<file path="src/rtl/hack_pkg.sv">
// Hack CPU shared definitions: instruction fields,
// ALU control bundle and word widths.
package hack_pkg;

  localparam int WIDTH  = 16;
  localparam int ADDR_W = 15;

  localparam int BIT_C   = 15;
  localparam int BIT_A   = 12;
  localparam int CMP_HI  = 11;
  localparam int CMP_LO  = 6;

  localparam int BIT_DA  = 5;
  localparam int BIT_DD  = 4;
  localparam int BIT_DM  = 3;

  localparam int BIT_JLT = 2;
  localparam int BIT_JEQ = 1;
  localparam int BIT_JGT = 0;

  typedef struct packed {
    logic zx;
    logic nx;
    logic zy;
    logic ny;
    logic f;
    logic no;
  } alu_ctrl_t;

endpackage

</file>
<file path="src/rtl/PC.sv">
// Hack program counter: reset beats load,
// load beats increment.
module PC (
  input  logic        clk,
  input  logic        reset,
  input  logic [15:0] in,
  input  logic        load,
  input  logic        inc,
  output logic [15:0] out
);

  always_ff @(posedge clk) begin
    if (reset)
      out <= '0;
    else if (load)
      out <= in;
    else if (inc)
      out <= out + 16'd1;
  end

endmodule

</file>
<file path="src/rtl/hack_alu.sv">
// Hack ALU: conditioned x/y operands, add or and,
// optional output negate, zero and negative flags.
module hack_alu
  import hack_pkg::*;
(
  input  logic [WIDTH-1:0] x,
  input  logic [WIDTH-1:0] y,
  input  alu_ctrl_t        ctrl,
  output logic [WIDTH-1:0] out,
  output logic             zr,
  output logic             ng
);

  logic [WIDTH-1:0] xz;
  logic [WIDTH-1:0] xc;
  logic [WIDTH-1:0] yz;
  logic [WIDTH-1:0] yc;
  logic [WIDTH-1:0] res;

  always_comb begin
    xz  = ctrl.zx ? '0 : x;
    xc  = ctrl.nx ? ~xz : xz;
    yz  = ctrl.zy ? '0 : y;
    yc  = ctrl.ny ? ~yz : yz;
    res = ctrl.f ? (xc + yc) : (xc & yc);
    out = ctrl.no ? ~res : res;
    zr  = (out == '0);
    ng  = out[WIDTH-1];
  end

endmodule

</file>
<file path="src/rtl/hack_cpu.sv">
// Hack CPU core: one instruction per clock,
// A/D registers, ALU, jump logic driving the PC.
module hack_cpu
  import hack_pkg::*;
(
  input  logic              clk,
  input  logic              reset,
  input  logic [WIDTH-1:0]  instruction,
  input  logic [WIDTH-1:0]  inM,
  output logic [WIDTH-1:0]  outM,
  output logic              writeM,
  output logic [ADDR_W-1:0] addressM,
  output logic [ADDR_W-1:0] pc
);

  logic [WIDTH-1:0] a_reg;
  logic [WIDTH-1:0] d_reg;
  logic [WIDTH-1:0] pc_out;
  logic [WIDTH-1:0] y;
  logic [WIDTH-1:0] alu_out;
  alu_ctrl_t        ctrl;
  logic             is_c;
  logic             zr;
  logic             ng;
  logic             jump;

  assign is_c = instruction[BIT_C];
  assign ctrl = instruction[CMP_HI:CMP_LO];
  assign y    = instruction[BIT_A] ? inM : a_reg;

  hack_alu u_alu (
    .x    (d_reg),
    .y    (y),
    .ctrl (ctrl),
    .out  (alu_out),
    .zr   (zr),
    .ng   (ng)
  );

  always_comb begin
    jump = is_c & (
      (instruction[BIT_JLT] & ng) |
      (instruction[BIT_JEQ] & zr) |
      (instruction[BIT_JGT] & ~ng & ~zr));
  end

  assign outM     = alu_out;
  assign writeM   = is_c & instruction[BIT_DM] & ~reset;
  assign addressM = a_reg[ADDR_W-1:0];
  assign pc       = pc_out[ADDR_W-1:0];

  always_ff @(posedge clk) begin
    if (reset)
      a_reg <= '0;
    else if (!is_c)
      a_reg <= instruction;
    else if (instruction[BIT_DA])
      a_reg <= alu_out;
  end

  always_ff @(posedge clk) begin
    if (reset)
      d_reg <= '0;
    else if (is_c && instruction[BIT_DD])
      d_reg <= alu_out;
  end

  // Jump target is the pre-update A, even when A is a destination.
  PC u_pc (
    .clk   (clk),
    .reset (reset),
    .in    (a_reg),
    .load  (jump),
    .inc   (1'b1),
    .out   (pc_out)
  );

endmodule

</file>
<file path="config.mk">
export PLATFORM = sky130hd
export DESIGN_NAME = hack_cpu
export DESIGN_NICKNAME = d
export VERILOG_FILES = /design/src/rtl/hack_pkg.sv /design/src/rtl/PC.sv /design/src/rtl/hack_alu.sv /design/src/rtl/hack_cpu.sv
export SDC_FILE = /design/constraint.sdc
export NUM_CORES = 1
export LEC_CHECK = 0
export ABC_AREA = 1
export CAP_MARGIN = 10
export CORE_MARGIN = 2
export CORE_UTILIZATION = 53
export CTS_BUF_LIST = sky130_fd_sc_hd__clkbuf_16
export DETAILED_ROUTE_END_ITERATION = 7
export MAX_ROUTING_LAYER = met4
export PLACE_DENSITY_LB_ADDON = 0.08
export SLEW_MARGIN = 20
export SYNTH_ARGS = -nofsm -noshare
export SYNTH_HDL_FRONTEND = slang
export SYNTH_SLANG_ARGS = --single-unit
</file>
<file path="constraint.sdc">
create_clock -name clk -period 5.3 [get_ports clk]
set_clock_uncertainty 0.2 [all_clocks]
set_input_delay 0.53 -clock clk [delete_from_list [all_inputs] [get_ports clk]]
set_output_delay 0.53 -clock clk [all_outputs]
set_load 0.05 [all_outputs]
</file>
==> results by group, run 1 <==
Outcome
  – Status: complete, no violations

Clocking
  – Clk sinks: 47
  – CTS root buffer: clkbuf_16
  – Deepest clock path buffer count: 2
  – Post-CTS setup buffer count: 0
  – Num CTS Buffers: 5
  – Worst-path clk slew: 0.06 ns
  – Worst-Skew Late Latency: 0.28 ns
  – CTS H-Tree Depth: 2
  – CTS tree: built

STA
  – Worst Max-Slew Pin Slew: 1.149 ns
  – Setup_tns: 0 ns
  – Slew Limit Headroom: 23.09%
  – Final min period: 4.975 ns
  – Max-slew violation count: 0
  – Final hold violation count: 0
  – Fmax: 201.0 MHz
  – Endpoints failing setup: 0
  – Unrepaired setup endpoints after global routing: no
  – Fin crit share: 93.86%

Die
  – Die Ht: 98.29 µm
  – I/O pin cnt: 81
  – Core ar.: 0.008678 mm²
  – Initial Utilization: 54.30%
  – # rows: 34
  – Die width: 98.29 µm
  – Die area: 0.009661 mm²

Run
  – Max-Cap Viols: 0

Pwr
  – Peak VDD IR: 185.0 µV
  – Combinational Power Share: 55.3%
  – Switching power: 0.7515 mW
  – Sw Share: 46.79%
  – PwrDens: 288.3 mW/mm²
  – Clock share of power: 19.0%
  – Int Pwr: 0.8546 mW
  – P_leak: 2.794 nW
  – Seq pwr share: 25.7%

Logic synthesis
  – Yosys warns: 0
  – Seq cells post-synth: 47
  – Ys flop type: dfxtp_1
  – Syn Inst Count: 770
  – Seq/Total Area, Yosys: 19.97%
  – Syn avg cell area: 6.120 µm²
  – Async SR Flop Fraction: 0%
  – Synth unique cells: 34
  – Post-Syn Area: 0.004712 mm²
  – Syn Nets: 822
  – Number of enable flip-flop cells after synthesis: 0

GRT
  – Gr ovfl total: 0
  – Initial antenna violation count: 0
  – Vias in the first global route: 4,794
  – M1 GR Usage: 35.94%
  – Gr usage total: 28.88%
  – Met2 usage: 47.62%
  – Gr busiest metal: met2
  – Met3 usage: 3.364%
  – First-pass GRT wire length: 22,450 µm
  – Pin count of the biggest net entering global routing: 33

Critical path
  – CP arrival: 4.24 ns
  – Crit. End Element: output pin
  – Ordered list of cells on the worst path: clkdlybuf4s50_1, clkinvlp_4, a21oi_1, o21ai_0, xor2_1, ha_1, inv_2, fa_1, inv_1, nand2_1, nand2_1, o211ai_1, nand2_1, clkdlybuf4s50_1
  – Crit Path Class: input port to output pin
  – Flop2flop setup slack: 1.39 ns
  – CP top delay family: buffers and inverters
  – Critical Path Fanout Max: 16
  – Critical Path RT: 4.57 ns
  – CP max stage delay: 0.85 ns
  – Cell mode on critical path: nand2_1
  – WP buf/inv: 5
  – Worst setup SP type: input port
  – Slowest-stage cell, CP: clkdlybuf4s50_1

Detailed routing
  – Routed Antenna Nets: 0
  – Residual DRC: 0
  – Initial DRC count: 210
  – DRT Pass-1 Iters: 5
  – Routed length per instance: 14.69 µm
  – Vias: 4,913
  – Routed Wire Length: 13,610 µm
  – Via density: 5.306

Cells and area
  – Multi-input gate area: 0.002995 mm²
  – Core Util, Final: 64.19%
  – Fillers: 853
  – Share of post-route cells with drive strength above 1: 10.15%
  – P&R area growth vs syn: 18.22%
  – FF/Latch Area: 940.9 µm²
  – Commonest non-fill, non-tap cell in the layout: nand2_1
  – ANT cells: 0
  – Most frequent cells in the layout: nand2_1 (225), inv_1 (116), clkdlybuf4s50_1 (69)
  – Fin nets: 869

Placed design
  – Port buffer count: 80
  – GPL Wtd Cong: 0.9874
  – HPWL after DPL: 10,480 µm

Hold path
  – Hold Path Class: register to register
## what timing repair did
action,4_1_cts,5_1_grt
gates resized for setup,0,9
setup endpoints to repair,0,7
hold buffers,0,0
## final timing paths
kind,from,end,cells after the start
hold reg to reg,d_reg[12],d_reg[12],2
setup reg to reg,a_reg[0],u_pc.out[13],26
setup / recovery,instruction[12],outM[2],14
hold / removal,d_reg[12],d_reg[12],2
## final cells by class
type                    instances  share of cell area, %
clock buffers                   5                  2.246
clock inverters                 3                 0.2246
inverters                     127                  8.625
multi-input cells             548                  53.77
flip-flops and latches         47                  16.89
well taps                     108                  2.426
repair buffers                 87                  15.68
repair inverters                1                 0.1348
## power groups by stage
stage / Clock (mW) / Combinational (mW) / Sequential (mW)
6_report: 0.305 / 0.889 / 0.413
5_1_grt: 0.319 / 0.972 / 0.418
4_1_cts: 0.310 / 0.887 / 0.413
3_5_place_dp: 0 / 0.882 / 0.420
3_3_place_gp: 0 / 0.867 / 0.419
2_1_floorplan: 0 / 0.616 / 0.463
## routing by layer
metal	wire length [µm]	share of wire, %
met1	6117	45
met2	6275	46
met3	719	5.3
met4	494	3.6
met5	0	0
## stage by stage
step | area (µm²) | cells | setup WS, ns | hold slack (ns) | power [mW]
global placement | 5404 | 917 | 0.1948 | 0.2805 | 1.287
finish | 5570 | 926 | 0.3254 | 0.2963 | 1.606
floorplan | 4712 | 770 | 1.384 | 0.2679 | 1.078
CTS | 5542 | 925 | 0.09417 | 0.3018 | 1.609
detailed placement | 5404 | 917 | 0.1199 | 0.2809 | 1.302
global route | 5570 | 926 | 0.09777 | 0.3368 | 1.710
## worst register-to-register path, cell delays in order, from the launching register on
cell and delay [ns]:
dfxtp_1 0.36, inv_1 0.09, a21oi_1 0.14, o21ai_0 0.13, xor2_1 0.21, ha_1 0.27, inv_2 0.06, fa_1 0.40
inv_1 0.16, nand3_1 0.12, nand2_1 0.14, nand2_1 0.10, nand2_1 0.07, nand2_1 0.05, nand2_1 0.06, nand2_1 0.07
nand2_1 0.07, nand2_1 0.05, nand2_1 0.13, nand3_1 0.08, nor2_1 0.17, nand3_1 0.10, nand2_1 0.07, nand3_2 0.09
buf_12 0.19, a21oi_1 0.17, nor2_1 0.07
## cell families (layout without fill, tap and decap cells)
kind of cell / after synthesis / count (layout) / synth area share, %
buf+inv: 175 / 223 / 16.46
xor+xnor: 50 / 50 / 9.294
flops: 47 / 47 / 19.97
simple gates: 382 / 382 / 37.25
compound gates: 98 / 98 / 12.08
fa+ha+maj: 18 / 18 / 4.939
## cells in the mapped netlist, drive strengths merged, types with 3 or more instances
cell type / n / area share (%)
nor2: 45 / 4.0
buf: 34 / 5.2
clkbuf: 14 / 1.1
or2: 3 / 0.40
nand2: 241 / 20
o211ai: 15 / 2.4
ha: 17 / 4.5
xor2: 48 / 8.9
a21oi: 41 / 4.8
nand4: 7 / 0.93
dfxtp: 47 / 20
o21ai: 27 / 2.9
a31oi: 14 / 1.9
nand3: 77 / 11
inv: 127 / 10
No activity file was read; power rests on OpenSTA's default activity.
==> inputs of run 2 (changes only) <==
--- a/config.mk
+++ b/config.mk
@@ -7,8 +7,10 @@
 export LEC_CHECK = 0
 export ABC_AREA = 1
 export CAP_MARGIN = 10
+export CELL_PAD_IN_SITES_DETAIL_PLACEMENT = 0
+export CELL_PAD_IN_SITES_GLOBAL_PLACEMENT = 1
 export CORE_MARGIN = 2
-export CORE_UTILIZATION = 53
+export CORE_UTILIZATION = 40
 export CTS_BUF_LIST = sky130_fd_sc_hd__clkbuf_16
 export DETAILED_ROUTE_END_ITERATION = 7
 export MAX_ROUTING_LAYER = met4
@@ -17,3 +19,4 @@
 export SYNTH_ARGS = -nofsm -noshare
 export SYNTH_HDL_FRONTEND = slang
 export SYNTH_SLANG_ARGS = --single-unit
+export TNS_END_PERCENT = 10
==> constraint.sdc (replaced) <==
create_clock -name clk -period 6.3 [get_ports clk]
set_clock_uncertainty 0.2 [all_clocks]
set_input_delay 0.63 -clock clk [delete_from_list [all_inputs] [get_ports clk]]
set_output_delay 0.63 -clock clk [all_outputs]
set_load 0.05 [all_outputs]
==> run 2 against run 1 <==
Sequential power shrank 16%. Setup slack gained 0.59 ns. Combinational power shrank 17%. Largest cell class unchanged. Die area grew 31%. Non-clock buffer count shrank 2. Critical path depth grew 6. Largest power group unchanged. First-iteration DRC count grew 13%. Clock power shrank 15%. Critical path type unchanged. Final cell count grew 3.3%. Sequential share of layout area is essentially flat.
==> results by group, run 2 (synthesized netlist as in run 1, its figures left out) <==
Cells and area
  – Commonest non-fill, non-tap cell in the layout: nand2_1
  – Fin nets: 866 (-0.35%)
  – Final Cell Area: 0.005559 mm² (-0.20%)
  – ANT cells: 0 (unchanged)
  – Most frequent cells in the layout: nand2_1 (225), inv_1 (115), clkdlybuf4s50_1 (79)
  – Non-filler cells, final: 957 (+3.3%)
  – P&R area growth vs syn: 17.98%
  – Share of post-route cells with drive strength above 1: 9.337% (-0.81 points)

STA
  – Fmax: 185.7 MHz
  – Setup_tns: 0 ns (unchanged)
  – Max-slew violation count: 0 (unchanged)
  – Final hold violation count: 0 (unchanged)
  – Fin crit share: 85.49%
  – Worst Max-Slew Pin Slew: 1.024 ns (-0.1252 ns)
  – Unrepaired setup endpoints after global routing: no
  – Worst hold slack: 0.3036 ns (+0.007264 ns)
  – Slew Limit Headroom: 31.46% (+8.4 points)
  – Final min period: 5.386 ns
  – Endpoints failing setup: 0 (unchanged)

Die
  – Core ar.: 0.01147 mm² (+32%)
  – Die Ht: 112.5 µm (+14%)
  – Initial Utilization: 41.09% (-13 points)
  – Die width: 112.5 µm (+14%)
  – Die area: 0.01266 mm² (+31%)
  – I/O pin cnt: 81 (unchanged)
  – # rows: 39 (+15%)

GRT
  – Gr ovfl total: 0 (unchanged)
  – Initial antenna violation count: 0 (unchanged)
  – Gr usage total: 22.42% (-6.5 points)
  – Pin count of the biggest net entering global routing: 36 (+9.1%)
  – First-pass GRT wire length: 22,270 µm (-0.83%)
  – Vias in the first global route: 4,445 (-7.3%)

Clocking
  – Post_cts resized: 0 (unchanged)
  – CTS tree: built
  – Cts hold-fix bufs: 0 (unchanged)
  – Post-CTS setup buffer count: 0 (unchanged)
  – Clk sinks: 47 (unchanged)
  – Worst-Skew Late Latency: 0.29 ns (about the same)
  – Deepest clock path buffer count: 2 (unchanged)
  – Worst-path clk slew: 0.06 ns (about the same)
  – Num CTS Buffers: 5 (unchanged)
  – CTS root buffer: clkbuf_16
  – CTS H-Tree Depth: 2 (unchanged)

Placed design
  – HPWL after DPL: 10,790 µm (+2.9%)
  – GPL Wtd Cong: 0.9125 (-7.6%)
  – Placed insts: 950 (+3.6%)
  – Port buffer count: 80 (unchanged)
  – Placement Cell Area: 0.005425 mm² (+0.39%)

Detailed routing
  – Residual DRC: 0 (unchanged)
  – Routed Wire Length: 13,600 µm (about the same)
  – Routed length per instance: 14.21 µm (-3.3%)
  – Via density: 4.938 (-6.9%)
  – DRT Pass-1 Iters: 4 (-1)
  – Initial DRC count: 238 (+13%)
  – Routed Antenna Nets: 0 (unchanged)
  – Vias: 4,726 (-3.8%)

Critical path
  – CP top delay family: buffers and inverters
  – Critical Path RT: 5.47 ns (+0.90 ns)
  – Crit Path Class: input port to output pin
  – Slowest-stage cell, CP: clkdlybuf4s50_1
  – CP Depth: 20 (+6)
  – Worst setup SP type: input port
  – CP arrival: 4.56 ns (+0.32 ns)
  – WP buf/inv: 6 (+1)
  – CP max stage delay: 0.80 ns (-0.05 ns)
  – R2R cell count: 21 (-19%)
  – Critical Path Fanout Max: 28 (+12)
  – Crit. End Element: output pin
  – Ordered list of cells on the worst path: clkdlybuf4s50_1, inv_1, a21oi_1, o21ai_0, xor2_1, ha_1, inv_2, fa_1, inv_1, nand3_1, nand2_1, nand3_1, nand3_1, nand2_1, nand2_1, nand2_1, nand3_1, nand2_2, inv_1, clkdlybuf4s50_1

Hold path
  – Hold Path Class: register to register
  – Hold Path Depth: 2 (unchanged)

Outcome
  – Status: complete, no violations

Pwr
  – Peak VDD IR: 130.8 µV (-29%)
  – P_leak: 2.710 nW (-3.0%)
  – Final Power: 1.344 mW (-16%)
  – PwrDens: 241.8 mW/mm² (-16%)

Run
  – Max-Cap Viols: 0 (unchanged)
[run 2: worst paths after layout]
path / slack (ns) / startpoint / end
setup / recovery: 0.91 / instruction[12] / outM[12]
hold reg to reg: 0.30 / d_reg[14] / d_reg[14]
setup reg to reg: 2.34 / a_reg[1] / u_pc.out[0]
hold / removal: 0.30 / d_reg[14] / d_reg[14]
[run 2: metrics by stage]
stage	util (%)	setup slack, ns
6_report	48.48	0.9142
5_1_grt	48.48	0.5470
4_1_cts	48.48	0.8853
3_5_place_dp	47.31	0.8959
3_3_place_gp	47.31	0.9393
2_1_floorplan	-	2.284
[run 2: power by group]
group          switching (mW)  leakage (nW)  internal (mW)  total, mW
Combinational           0.493          2.25          0.245      0.739
Sequential             0.0213         0.388          0.325      0.347
Clock                   0.116        0.0671          0.143      0.259
Total                   0.630          2.71          0.714       1.34
[run 2: worst register-to-register path, delay by kind of cell, from the launching register on]
family,cells,cell delay [ns]
fa+ha+maj,1,0.51
xor+xnor,2,0.63
flops,1,0.37
simple gates,12,1.24
compound gates,3,0.35
buf+inv,3,0.57
[run 2: cell type report]
type | instances | area (µm²)
fill | 1247 | 5908
multi-input combinational | 548 | 2995
sequential | 47 | 940.9
timing repair buffer | 85 | 833.3
inverter | 127 | 476.7
tap | 143 | 178.9
clock buffer | 5 | 125.1
clock inverter | 2 | 8.758
[run 2: routing by layer]
layer | wire length (µm) | vias to the layer above | GRT usage (%)
li1 | - | 2493 | -
met1 | 6512 | 2143 | 30.08
met2 | 6337 | 82 | 36.71
met3 | 621 | 8 | 2.646
met4 | 131 | 0 | 4.390
met5 | 0 | - | -
